### src/rtl/mem_access.sv
// Memory-access stage: turns an EX-stage load/store into a single-beat bus
// transaction and produces the registered register-file writeback.
module mem_access #(
    parameter int TIMEOUT_CYC = 64
) (
    input  logic        clk,
    input  logic        rst,
    input  logic        ex_valid,
    input  logic [4:0]  ex_wd,
    input  logic        ex_wreg,
    input  logic [31:0] ex_wdata,
    input  logic [3:0]  ex_memop,
    input  logic [31:0] ex_maddr,
    input  logic [31:0] ex_sdata,
    output logic        mem_req,
    output logic        mem_we,
    output logic [31:0] mem_addr,
    output logic [31:0] mem_wdata,
    output logic [3:0]  mem_be,
    input  logic        mem_ack,
    input  logic [31:0] mem_rdata,
    output logic        stall_req,
    output logic        wb_we,
    output logic [4:0]  wb_waddr,
    output logic [31:0] wb_wdata,
    output logic        misalign_err,
    output logic        bus_err
);
    localparam int CNT_W = (TIMEOUT_CYC > 1) ? $clog2(TIMEOUT_CYC) : 1;
    localparam logic [CNT_W-1:0] CNT_LAST = CNT_W'(TIMEOUT_CYC - 1);

    localparam logic [3:0] OP_LB  = 4'd1;
    localparam logic [3:0] OP_LH  = 4'd2;
    localparam logic [3:0] OP_LW  = 4'd3;
    localparam logic [3:0] OP_LBU = 4'd4;
    localparam logic [3:0] OP_LHU = 4'd5;
    localparam logic [3:0] OP_SB  = 4'd6;
    localparam logic [3:0] OP_SH  = 4'd7;
    localparam logic [3:0] OP_SW  = 4'd8;

    typedef enum logic {IDLE = 1'b0, ACCESS = 1'b1} state_t;

    function automatic logic is_load(input logic [3:0] op);
        return (op >= OP_LB) && (op <= OP_LHU);
    endfunction

    function automatic logic is_store(input logic [3:0] op);
        return (op >= OP_SB) && (op <= OP_SW);
    endfunction

    function automatic logic is_aligned(input logic [3:0] op, input logic [1:0] lo);
        case (op)
            OP_LH, OP_LHU, OP_SH: return !lo[0];
            OP_LW, OP_SW:         return (lo == 2'b00);
            default:              return 1'b1;
        endcase
    endfunction

    // Pick the addressed byte/half from the returned word and extend it.
    function automatic logic [31:0] load_ext(input logic [3:0] op, input logic [1:0] lo,
                                             input logic [31:0] rdata);
        logic signed [7:0]  b;
        logic signed [15:0] h;
        logic [31:0]        res;
        case (lo)
            2'd0:    b = rdata[7:0];
            2'd1:    b = rdata[15:8];
            2'd2:    b = rdata[23:16];
            default: b = rdata[31:24];
        endcase
        h = lo[1] ? rdata[31:16] : rdata[15:0];
        case (op)
            OP_LB:   res = 32'(b);
            OP_LBU:  res = {24'h0, b};
            OP_LH:   res = 32'(h);
            OP_LHU:  res = {16'h0, h};
            default: res = rdata;
        endcase
        return res;
    endfunction

    function automatic logic [31:0] store_data(input logic [3:0] op, input logic [31:0] sdata);
        case (op)
            OP_SB:   return {4{sdata[7:0]}};
            OP_SH:   return {2{sdata[15:0]}};
            OP_SW:   return sdata;
            default: return 32'h0;
        endcase
    endfunction

    function automatic logic [3:0] store_be(input logic [3:0] op, input logic [1:0] lo);
        case (op)
            OP_SB:   return 4'b0001 << lo;
            OP_SH:   return lo[1] ? 4'b1100 : 4'b0011;
            default: return 4'b1111;
        endcase
    endfunction

    state_t           state, state_nxt;
    logic [CNT_W-1:0] cnt, cnt_nxt;

    // Operation captured on entry to ACCESS; only consulted while there.
    logic [3:0] op_p1;
    logic [4:0] wd_p1;
    logic       wreg_p1;
    logic [1:0] lo_p1;

    logic        mem_op, accept, expire, latch_en, stall;
    logic        req_nxt, we_nxt, wb_we_nxt, mis_nxt, berr_nxt;
    logic [31:0] addr_nxt, wdata_nxt, wb_wdata_nxt;
    logic [3:0]  be_nxt;
    logic [4:0]  wb_waddr_nxt;

    assign mem_op = is_load(ex_memop) || is_store(ex_memop);
    assign accept = ex_valid && mem_op && is_aligned(ex_memop, ex_maddr[1:0]);
    assign expire = (cnt == CNT_LAST);

    // State and registered outputs
    always_ff @(posedge clk) begin
        if (!rst) begin
            state        <= IDLE;
            cnt          <= '0;
            mem_req      <= 1'b0;
            mem_we       <= 1'b0;
            mem_addr     <= 32'h0;
            mem_wdata    <= 32'h0;
            mem_be       <= 4'h0;
            wb_we        <= 1'b0;
            wb_waddr     <= 5'h0;
            wb_wdata     <= 32'h0;
            misalign_err <= 1'b0;
            bus_err      <= 1'b0;
        end else begin
            state        <= state_nxt;
            cnt          <= cnt_nxt;
            mem_req      <= req_nxt;
            mem_we       <= we_nxt;
            mem_addr     <= addr_nxt;
            mem_wdata    <= wdata_nxt;
            mem_be       <= be_nxt;
            wb_we        <= wb_we_nxt;
            wb_waddr     <= wb_waddr_nxt;
            wb_wdata     <= wb_wdata_nxt;
            misalign_err <= mis_nxt;
            bus_err      <= berr_nxt;
        end
    end

    always_ff @(posedge clk) begin
        if (latch_en) begin
            op_p1   <= ex_memop;
            wd_p1   <= ex_wd;
            wreg_p1 <= ex_wreg;
            lo_p1   <= ex_maddr[1:0];
        end
    end

    always_comb begin
        state_nxt = state;
        case (state)
            IDLE:    if (accept) state_nxt = ACCESS;
            ACCESS:  if (mem_ack || expire) state_nxt = IDLE;
            default: state_nxt = IDLE;
        endcase
    end

    always_comb begin
        stall        = 1'b0;
        latch_en     = 1'b0;
        cnt_nxt      = cnt;
        req_nxt      = mem_req;
        we_nxt       = mem_we;
        addr_nxt     = mem_addr;
        wdata_nxt    = mem_wdata;
        be_nxt       = mem_be;
        wb_we_nxt    = 1'b0;
        wb_waddr_nxt = wb_waddr;
        wb_wdata_nxt = wb_wdata;
        mis_nxt      = 1'b0;
        berr_nxt     = 1'b0;
        case (state)
            IDLE: begin
                if (ex_valid && !mem_op) begin
                    wb_we_nxt    = ex_wreg;
                    wb_waddr_nxt = ex_wd;
                    wb_wdata_nxt = ex_wdata;
                end else if (accept) begin
                    stall     = 1'b1;
                    latch_en  = 1'b1;
                    cnt_nxt   = '0;
                    req_nxt   = 1'b1;
                    we_nxt    = is_store(ex_memop);
                    addr_nxt  = {ex_maddr[31:2], 2'b00};
                    wdata_nxt = store_data(ex_memop, ex_sdata);
                    be_nxt    = store_be(ex_memop, ex_maddr[1:0]);
                end else if (ex_valid) begin
                    mis_nxt = 1'b1;
                end
            end
            ACCESS: begin
                stall = !mem_ack;
                if (mem_ack) begin
                    req_nxt = 1'b0;
                    cnt_nxt = '0;
                    if (is_load(op_p1)) begin
                        wb_we_nxt    = wreg_p1;
                        wb_waddr_nxt = wd_p1;
                        wb_wdata_nxt = load_ext(op_p1, lo_p1, mem_rdata);
                    end
                end else if (expire) begin
                    req_nxt  = 1'b0;
                    cnt_nxt  = '0;
                    berr_nxt = 1'b1;
                end else begin
                    cnt_nxt = cnt + 1'b1;
                end
            end
            default: ;
        endcase
    end

    assign stall_req = rst && stall;

endmodule
### config.mk
export PLATFORM = sky130hd
export DESIGN_NAME = mem_access
export DESIGN_NICKNAME = d
export VERILOG_FILES = /design/src/rtl/mem_access.sv
export SDC_FILE = /design/constraint.sdc
export NUM_CORES = 1
export LEC_CHECK = 0
export BUFFER_PORTS_ARGS = -buffer_cell sky130_fd_sc_hd__clkbuf_2
export CAP_MARGIN = 20
export CELL_PAD_IN_SITES_DETAIL_PLACEMENT = 0
export CELL_PAD_IN_SITES_GLOBAL_PLACEMENT = 2
export CORE_MARGIN = 2
export CORE_UTILIZATION = 24
export DETAILED_ROUTE_END_ITERATION = 6
export MAX_ROUTING_LAYER = met4
export PLACE_DENSITY = 0.83
export RECOVER_POWER = 50
export SETUP_SLACK_MARGIN = 0.02
export SYNTH_ARGS = -nofsm -noshare
export SYNTH_HDL_FRONTEND = slang
export SYNTH_SLANG_ARGS = --single-unit
### constraint.sdc
create_clock -name clk -period 1.9 [get_ports clk]
set_clock_uncertainty 0.2 [all_clocks]
set_input_delay 0.095 -clock clk [delete_from_list [all_inputs] [get_ports clk]]
set_output_delay 0.095 -clock clk [all_outputs]
set_load 0.1 [all_outputs]
# --- After elaboration in Yosys (flattened, before gate mapping) ---
# Index checks and enable logic that the tools add are counted.
totals:
  regBits: 127
  input_bits: 142
  out_inout_bits: 111
  wordCells: 105
classes:
  add_sub_neg: 1
  order_cmp: 6
  n_eq_ne: 19
  n_shift: 1
  muxes: 37
  bitwise: 3
  reduce_logical: 22
ops:
  columns: ["operator", "n"]
  rows:
  - ["case mux 32 bit (4 select lines)", 1]
  - ["two-way mux 32 bit", 3]
  - ["case mux 32 bit (3 select lines)", 1]
  - ["case mux 32 bit (2 select lines)", 1]
  - ["two-way mux 6 bit", 4]
  - ["case mux 8 bit (3 select lines)", 1]
  - ["== test 4 x 3 -> 1 bit (second input constant)", 5]
  - ["two-way mux 16 bit", 1]
  - ["two-way mux 5 bit", 3]
  - ["two-way mux 1 bit", 13]
  - ["== test 4 x 2 -> 1 bit (second input constant)", 3]
  - ["case mux 6 bit (2 select lines)", 1]
  - ["case mux 1 bit (2 select lines)", 5]
  - ["case mux 5 bit (2 select lines)", 1]
  - ["AND reduction 3 bit", 3]
  - ["greater-or-equal comparator 4 x 1 -> 1 bit (second input constant)", 2]
  - ["less-or-equal comparator 4 x 3 -> 1 bit (second input constant)", 2]
  - ["!= test 2 bit (second input constant)", 4]
  - ["case mux 4 bit (2 select lines)", 1]
  - ["logical AND 1 bit", 7]
  - ["adder 6 x 1 -> 6 bit (second input constant)", 1]
  - ["== test 6 bit (second input constant)", 1]
  - ["OR reduction 3 bit", 2]
  - ["== test 4 x 1 -> 1 bit (second input constant)", 1]
  - ["other kinds (16)", 22]

# --- Longest topological paths before layout ---
# Gate-level depths: netlist of the first run.
depth:
  word_depth: 9
  mapped_depth: 8
  ltp_nobuf: 6

# --- Worst setup path after synthesis of the first run ---
# No wires, ideal clock.
synth_path:
  path_type: "input to output"
  from: "input ex_memop[0]"
  to: "output stall_req"
  t_arrival_ns: 2.861
  required_ns: 1.605
  path_slack_ns: -1.256
  path_stages: 7
  n_path_buf: 3
  cell_sequence: "buf_2 > or2_1 > a22o_1 > a211o_1 > buf_2 > buf_1 > a21oi_1"
synth_via:
  elab_chain_len: 9
  elab_cells_between_ends: 23
  classes_between: "4 x order compare; 5 x eq/ne; 4 x mux; 10 x reduce/logical"
synth_lines:
  columns: ["item", "line", "source"]
  rows:
  - ["start, declared", "12", "input logic [3:0] ex_memop,"]
  - ["greater-or-equal comparator 4 x 1 -> 1 bit (tied with other cells)", "44", "return (op >= OP_LB) && (op <= OP_LHU);"]
  - ["logical AND 1 bit (on tied branches)", "44, 48", null]
  - ["logical OR 1 bit", "114", "assign mem_op = is_load(ex_memop) || is_store(ex_memop);"]
  - ["logical AND 1 bit (2 in series)", "115", "assign accept = ex_valid && mem_op && is_aligned(ex_memop, ex_maddr[1:0]);"]
  - ["two-way mux 1 bit", "187", "end else if (accept) begin"]
  - ["two-way mux 1 bit *", "183", "if (ex_valid && !mem_op) begin"]
  - ["case mux 1 bit (2 select lines) *", "181", "case (state)"]
  - ["logical AND 1 bit *", "222", "assign stall_req = rst && stall;"]
  - ["end, declared", "22", "output logic stall_req,"]
# Mark *: on every way between the ends. The rest lies on a longest branch, timed or not.

# --- Worst setup path after layout of the first run ---
layout_path:
  from: "register op_p1[1]"
  to: "register wb_wdata[29]"
layout_via:
  elab_chain_len: 5
  elab_cells_between_ends: 13
  classes_between: "2 x order compare; 5 x eq/ne; 4 x mux; 2 x reduce/logical"
layout_lines:
  columns: ["item", "line", "source"]
  rows:
  - ["start, declared", "103", "logic [3:0] op_p1;"]
  - ["start signal, assigned", "151", "op_p1 <= ex_memop;"]
  - ["== test 4 x 3 -> 1 bit (tied with other cells)", "72", "case (op)"]
  - ["case mux 32 bit (4 select lines)", "72", null]
  - ["two-way mux 32 bit", "205", "if (is_load(op_p1)) begin"]
  - ["two-way mux 32 bit", "202", "if (mem_ack) begin"]
  - ["case mux 32 bit (2 select lines)", "181", null]
  - ["end signal, assigned", "143", "wb_wdata <= wb_wdata_nxt;"]
  - ["end, declared", "25", "output logic [31:0] wb_wdata,"]
# Several ways; a longest one is shown, not always the timed one. The select of a mux whose other input is x is not followed.
# A chain may end at the register's enable or synchronous reset.

==> impl_metrics.yaml, run 1 <==
outcome:
  status: "complete, but fails checks"
  violations: "hold timing, setup timing"
power:
  leakagePower_nw: 4.445
  peakVddDrop_uv: 485.0
  power_density_nw_per_um2: 877.7
synth:
  yosysWarnings: 0
  ys_dominant_reg_cell: "dfxtp_1"
  ys_top_cells_by_area: "dfxtp_1, nand2_1, edfxtp_1"
  synthesis.area_um2: 5844
  yosys.area.top_type_share: 0.3939
  ys_seq_area_frac: 0.4556
  synth_edf_count: 12
  postSynth.asyncResetShare: 0
  ys_types: 63
  syn_area_per_cell_um2: 8.595
  synth-seq-cells: 127
  yosys.area.top_type: "dfxtp_1"
  syn_inst: 680
final_layout:
  multiInputGateArea_um2: 3005
  syn2layout_area_growth_pct: 71.74
  layout_common_cells: "clkbuf_2, dlygate4sd3_1, dfxtp_1, nand2_1, nor2_1"
  ff_latch_area_um2: 2666
  final_nets: 1241
  fillCellCount: 2464
  final_common_cell: "clkbuf_2"
  fin_cells: 1436
  fin_area_um2: 10040
  drive_above_1_share: 0.3447
clock_network:
  cts_tree: "done"
  clk_latency_ps: 410
  root_buffer: "clkbuf_16"
  clkSinkCount: 127
  numCtsBuffers: 17
  clock_path_buffers: 2
  path_clk_slew_ps: 60
  h-tree-depth: 4
placed_design:
  gp_congestion: 0.8162
  placed_cells: 1255
  postPlaceCellArea_um2: 7850
  portBuffers: 250
  hpwl_um: 15990
sta:
  max_freq_ghz: 0.4792
  hold_viol: 1
  layout_min_cycle_time_ps: 2087
  min_period_over_period: 1.098
  maxSlewHeadroom: 0.6075
  final-setup-viol-count: 38
  rsz0062_at_grt: "yes"
  max_slew.worst_pin.slew_ps: 591.3
  worst_slack_ps: -186.8
  drv_slew: 0
  hold_ws_ps: -16.26
worst_setup_path:
  slowest_stage: "or3_4"
  critPathTopFamily: "simple AND/OR/NAND/NOR gates"
  required_ps: 2060
  reg2reg_slack_ps: -190
  path_class: "flop to flop"
  critPathArrivalTime_ps: 2250
  critPathCaptureType: "flop"
  crit_path_max_incr_delay_ps: 400
  startpoint_type: "flop"
  crit_buf_inv: 1
  critPathMaxFanout: 6
  worstPathCellList: "or3_4, and4b_1, o21ai_4, buf_4, and2_4, a22o_1"
hold_path:
  hp-class: "input pin to flop"
global_routing:
  grt_pass1_wl_um: 36940
  grt_pass1_vias: 6726
  grt_max_degree: 50
  antenna_found_initial: 1
  track_usage: 0.1881
  grt_overflow_total: 0
route:
  drc_errors: 0
  first_iter_violations: 384
  drt-pass1-iter-count: 5
  via_count: 6674
  ant_nets: 0
  wl_um: 23640
  wl_per_cell_um: 16.46
  vias_per_cell: 4.648
job:
  max_cap_violations: 0
die:
  start_util: 0.2424
  num_rows: 57
  io_pins: 253
  core-area_um2: 24110
  die_area_um2: 25620
  die_w_um: 160.1
  die_y_um: 160.1
-- layout make-up --
cell class,instances,share of cell area
antenna,1,0.0002493
clock buffer,20,0.04762
clock inverter,12,0.01284
inverter,18,0.006732
multi-input combinational,482,0.2994
sequential,127,0.2656
tap,324,0.04039
timing repair buffer,452,0.3271
-- state kept, by name, indices dropped and copies added, names as in the netlist --
name / flops
mem_wdata: 32
wd_p1: 5
cnt: 6
misalign_err: 1
wb_we: 1
mem_be: 4
op_p1: 4
mem_req: 1
state: 1
mem_we: 1
wb_wdata: 32
wb_waddr: 5
lo_p1: 2
wreg_p1: 1
bus_err: 1
mem_addr: 30
-- cells in the mapped netlist, drive strengths merged, types with 3 or more instances --
cell type / instances
nand2b: 7
nand2: 100
or2: 3
o21a: 4
a32o: 15
a31oi: 11
o21ai: 32
mux2i: 14
a211oi: 23
dfxtp: 115
inv: 16
a21oi: 55
a22o: 18
nor2b: 4
buf: 30
clkbuf: 27
mux2: 5
edfxtp: 12
mux4: 8
nor3: 26
a311oi: 3
a221oi: 15
nor2: 84
nand3: 21
-- cells by family (layout without fill, tap and decap cells) --
logic type,count (synthesis),after routing,synth area share
DFF,127,127,0.4556
adders and majority gates,1,1,0.002141
and+or+nand+nor,256,258,0.1895
xor gates and xnor gates,1,1,0.001499
other,1,3,0.0006416
buffers and inverters,75,502,0.05909
AOI/OAI and AO/OA,192,193,0.2271
muxes,27,27,0.06444
-- worst paths after layout --
path | cells after the start | endpoint | startpoint
hold reg to reg | 2 | mem_addr[25] | mem_addr[25]
setup reg to reg | 6 | wb_wdata[29] | op_p1[1]
hold / removal | 3 | misalign_err | ex_memop[3]
setup / recovery | 6 | wb_wdata[29] | op_p1[1]
-- worst min-delay path, cell delays in order --
cell and delay [ps]:
clkbuf_2 90, or4_4 120, nor4bb_1 210
-- through the flow --
stage / util / worst slack, ps / total power [W] / hold slack, ps / setup TNS (ps)
2_1_floorplan: - / -148.4 / 0.004608 / -6.131 / -4779
3_3_place_gp: 0.3257 / -167.1 / 0.005179 / 89.41 / -5199
3_5_place_dp: 0.3257 / -198.1 / 0.005187 / 91.55 / -6351
4_1_cts: 0.4133 / -160.8 / 0.008884 / -89.34 / -5255
5_1_grt: 0.4164 / -270.0 / 0.009178 / 46.91 / -9401
6_report: 0.4164 / -186.8 / 0.008810 / -16.26 / -5752
-- layer usage --
layer	track usage	part of all wire	vias up
met5	-	0	-
met4	0.05119	0.010	0
met3	0.04675	0.063	13
met2	0.2969	0.47	251
met1	0.2404	0.46	3127
li1	-	-	3283
-- timing repair --
item,4_1_cts,5_1_grt
buffers inserted,3,1
hold buffers,139,1
gates cloned,2,2
pin swaps,2,2
endpoints found under the hold margin,122,1
resized for setup,15,16
endpoints found under the setup margin,38,44
-- power by group --
part,switching (W),internal [W],total (W)
sequential,0.0000862,0.00286,0.00295
clock,0.00131,0.00208,0.00339
combinational,0.00172,0.000758,0.00247
Power figures use the tool's default switching activity.
==> run 2, diff against run 1 <==
- PLACE_DENSITY: 0.83 -> 0.79
==> run 2 against run 1 <==
- the flow finishes with violations (setup timing)
- first-iteration DRC count down 13%
- total power fell by 3.1%
- routed wire length is 2.8% lower
- register-to-register slack is essentially flat
- critical path type unchanged
- largest power group unchanged
==> impl_metrics.yaml, run 2 (same netlist as run 1, synthesis figures left out) <==
outcome:
  status: "complete, but fails checks"
  violations: "setup timing"
final_layout:
  syn2layout_area_growth_pct: 71.40
  final_nets: 1242
  drive_above_1_share: 0.3465
  fin_cells: 1436
  final_util: 0.4156
  reg.largest.list: "mem_wdata x32, wb_wdata x32, mem_addr x30"
  final_common_cell: "clkbuf_2"
  fillCellCount: 2477
  layout_common_cells: "clkbuf_2, dlygate4sd3_1, dfxtp_1, nand2_1, nor2_1"
worst_setup_path:
  reg2reg_slack_ps: -190
  crit_path_max_incr_delay_ps: 400
  r2r_start: "op_p1[2]"
  required_ps: 1990
  r2r-end: "wb_wdata[9]"
  critPathArrivalTime_ps: 2180
  critPathMaxFanout: 12
  reg2regPathDepth: 6
  startpoint_type: "flop"
  worstPathCellList: "or3_4, and4b_2, o21ai_4, nor2_4, buf_12, a32o_1"
  slowest_stage: "edfxtp_1"
  critPathCaptureType: "flop"
  path_class: "flop to flop"
  setup.worst_path.start: "op_p1[2]"
global_routing:
  grt_overflow_total: 0
  antenna_found_initial: 1
  track_usage: 0.1800
  grt_pass1_vias: 6420
  grt_pass1_wl_um: 35560
  grt_max_degree: 59
route:
  wl_per_cell_um: 16.00
  via_count: 6599
  wl_met2_um: 10640
  top_layer_used: "met4"
  drc_errors: 0
  first_iter_violations: 336
  drt-pass1-iter-count: 4
  wl_um: 22970
  ant_nets: 0
  wl_met1_um: 10320
  wl_met3_um: 1705
  vias_per_cell: 4.595
clock_network:
  cts_tree: "done"
  path_clk_slew_ps: 60
  clk_latency_ps: 410
  clkSinkCount: 127
  clock_path_buffers: 2
  root_buffer: "clkbuf_16"
  numCtsBuffers: 17
  h-tree-depth: 4
sta:
  min_period_over_period: 1.099
  max_freq_ghz: 0.4789
  maxSlewHeadroom: 0.5940
  hold_viol: 0
  rsz0062_at_grt: "yes"
  max_slew.worst_pin.slew_ps: 611.6
  layout_min_cycle_time_ps: 2088
  drv_slew: 0
  final-setup-viol-count: 38
  worst_slack_ps: -188.3
die:
  num_rows: 57
  die_area_um2: 25620
  io_pins: 253
  die_y_um: 160.1
  core-area_um2: 24110
  die_w_um: 160.1
  start_util: 0.2424
placed_design:
  placed_cells: 1257
  hpwl_um: 15930
  portBuffers: 250
  gp_congestion: 0.8261
hold_path:
  hold_start: "ex_valid"
  hp-class: "input pin to flop"
  min_path_cells: 5
  whs_endpoint: "state"
job:
  max_cap_violations: 0
power:
  peakVddDrop_uv: 448.4
  power_density_nw_per_um2: 851.9
  leakagePower_nw: 4.436
run 2: cell types whose count changed in the layout (fill, tap and decap cells not counted), sizes merged:
| cell | previous run | this run |
|---|---|---|
| clkbuf | 274 | 276 |
| bufbuf | 1 | 0 |
| bufinv | 2 | 1 |
| and2 | 3 | 1 |
| dlygate4sd3 | 140 | 139 |
| buf | 57 | 62 |
| inv | 20 | 18 |
run 2: per-layer routing:
layer / track usage / vias to the layer above
met4: 0.04668 / 0
met2: 0.2806 / 267
met1: 0.2315 / 3040
li1: - / 3278
met3: 0.04857 / 14
met5: - / -
run 2: per-stage QoR:
step                TNS [ps]  power, W  cell area (µm²)  hold slack, ps  worst slack, ps
finish                 -5951  0.008534            10020           14.39           -188.3
global placement       -5728  0.005195             7878           89.52           -194.5
floorplan              -4779  0.004608             5959          -6.131           -148.4
global route           -9152  0.008878            10020           24.46           -266.0
CTS                    -6628  0.008588             9888          0.9580           -193.6
detailed placement     -7175  0.005198             7878           93.44           -232.2
run 2: timing repair:
action,CTS,global route
pin swaps,2,28
endpoints found under the hold margin,120,1
resized for setup,11,23
setup endpoints to repair,38,38
hold buffers,138,1
setup buffers,1,4
gates cloned,2,1
run 2: cell type report:
cell class | count | area (µm²) | share of cell area
repair buffers | 455 | 3338 | 0.3333
multi-input cells | 480 | 2983 | 0.2978
flip-flops and latches | 127 | 2666 | 0.2662
clock buffers | 22 | 464.2 | 0.04634
well taps | 324 | 405.4 | 0.04047
clock inverters | 9 | 87.58 | 0.008743
inverters | 18 | 70.07 | 0.006995
diodes | 1 | 2.502 | 0.0002498
run 2: where the power goes:
part | total, W | internal [W] | switching (W)
clock network | 0.00310 | 0.00186 | 0.00124
logic | 0.00248 | 0.000770 | 0.00171
registers | 0.00295 | 0.00286 | 0.0000885
run 2: critical path: cells and delay by family (launching register included):
kind	cells	cell delay [ps]
AOI/OAI and AO/OA	2	450
buffers and inverters	1	170
DFF	1	400
and+or+nand+nor	3	750
run 2: worst max-delay path by stage:
stage / end / slack, ps / cells past startpoint
after floorplan: stall_req / -150 / 7
after global placement: wb_wdata[7] / -190 / 7
after detailed placement: wb_wdata[6] / -230 / 6
after CTS: wb_wdata[6] / -190 / 6
after global routing: wb_wdata[15] / -270 / 6
final: wb_wdata[9] / -190 / 6
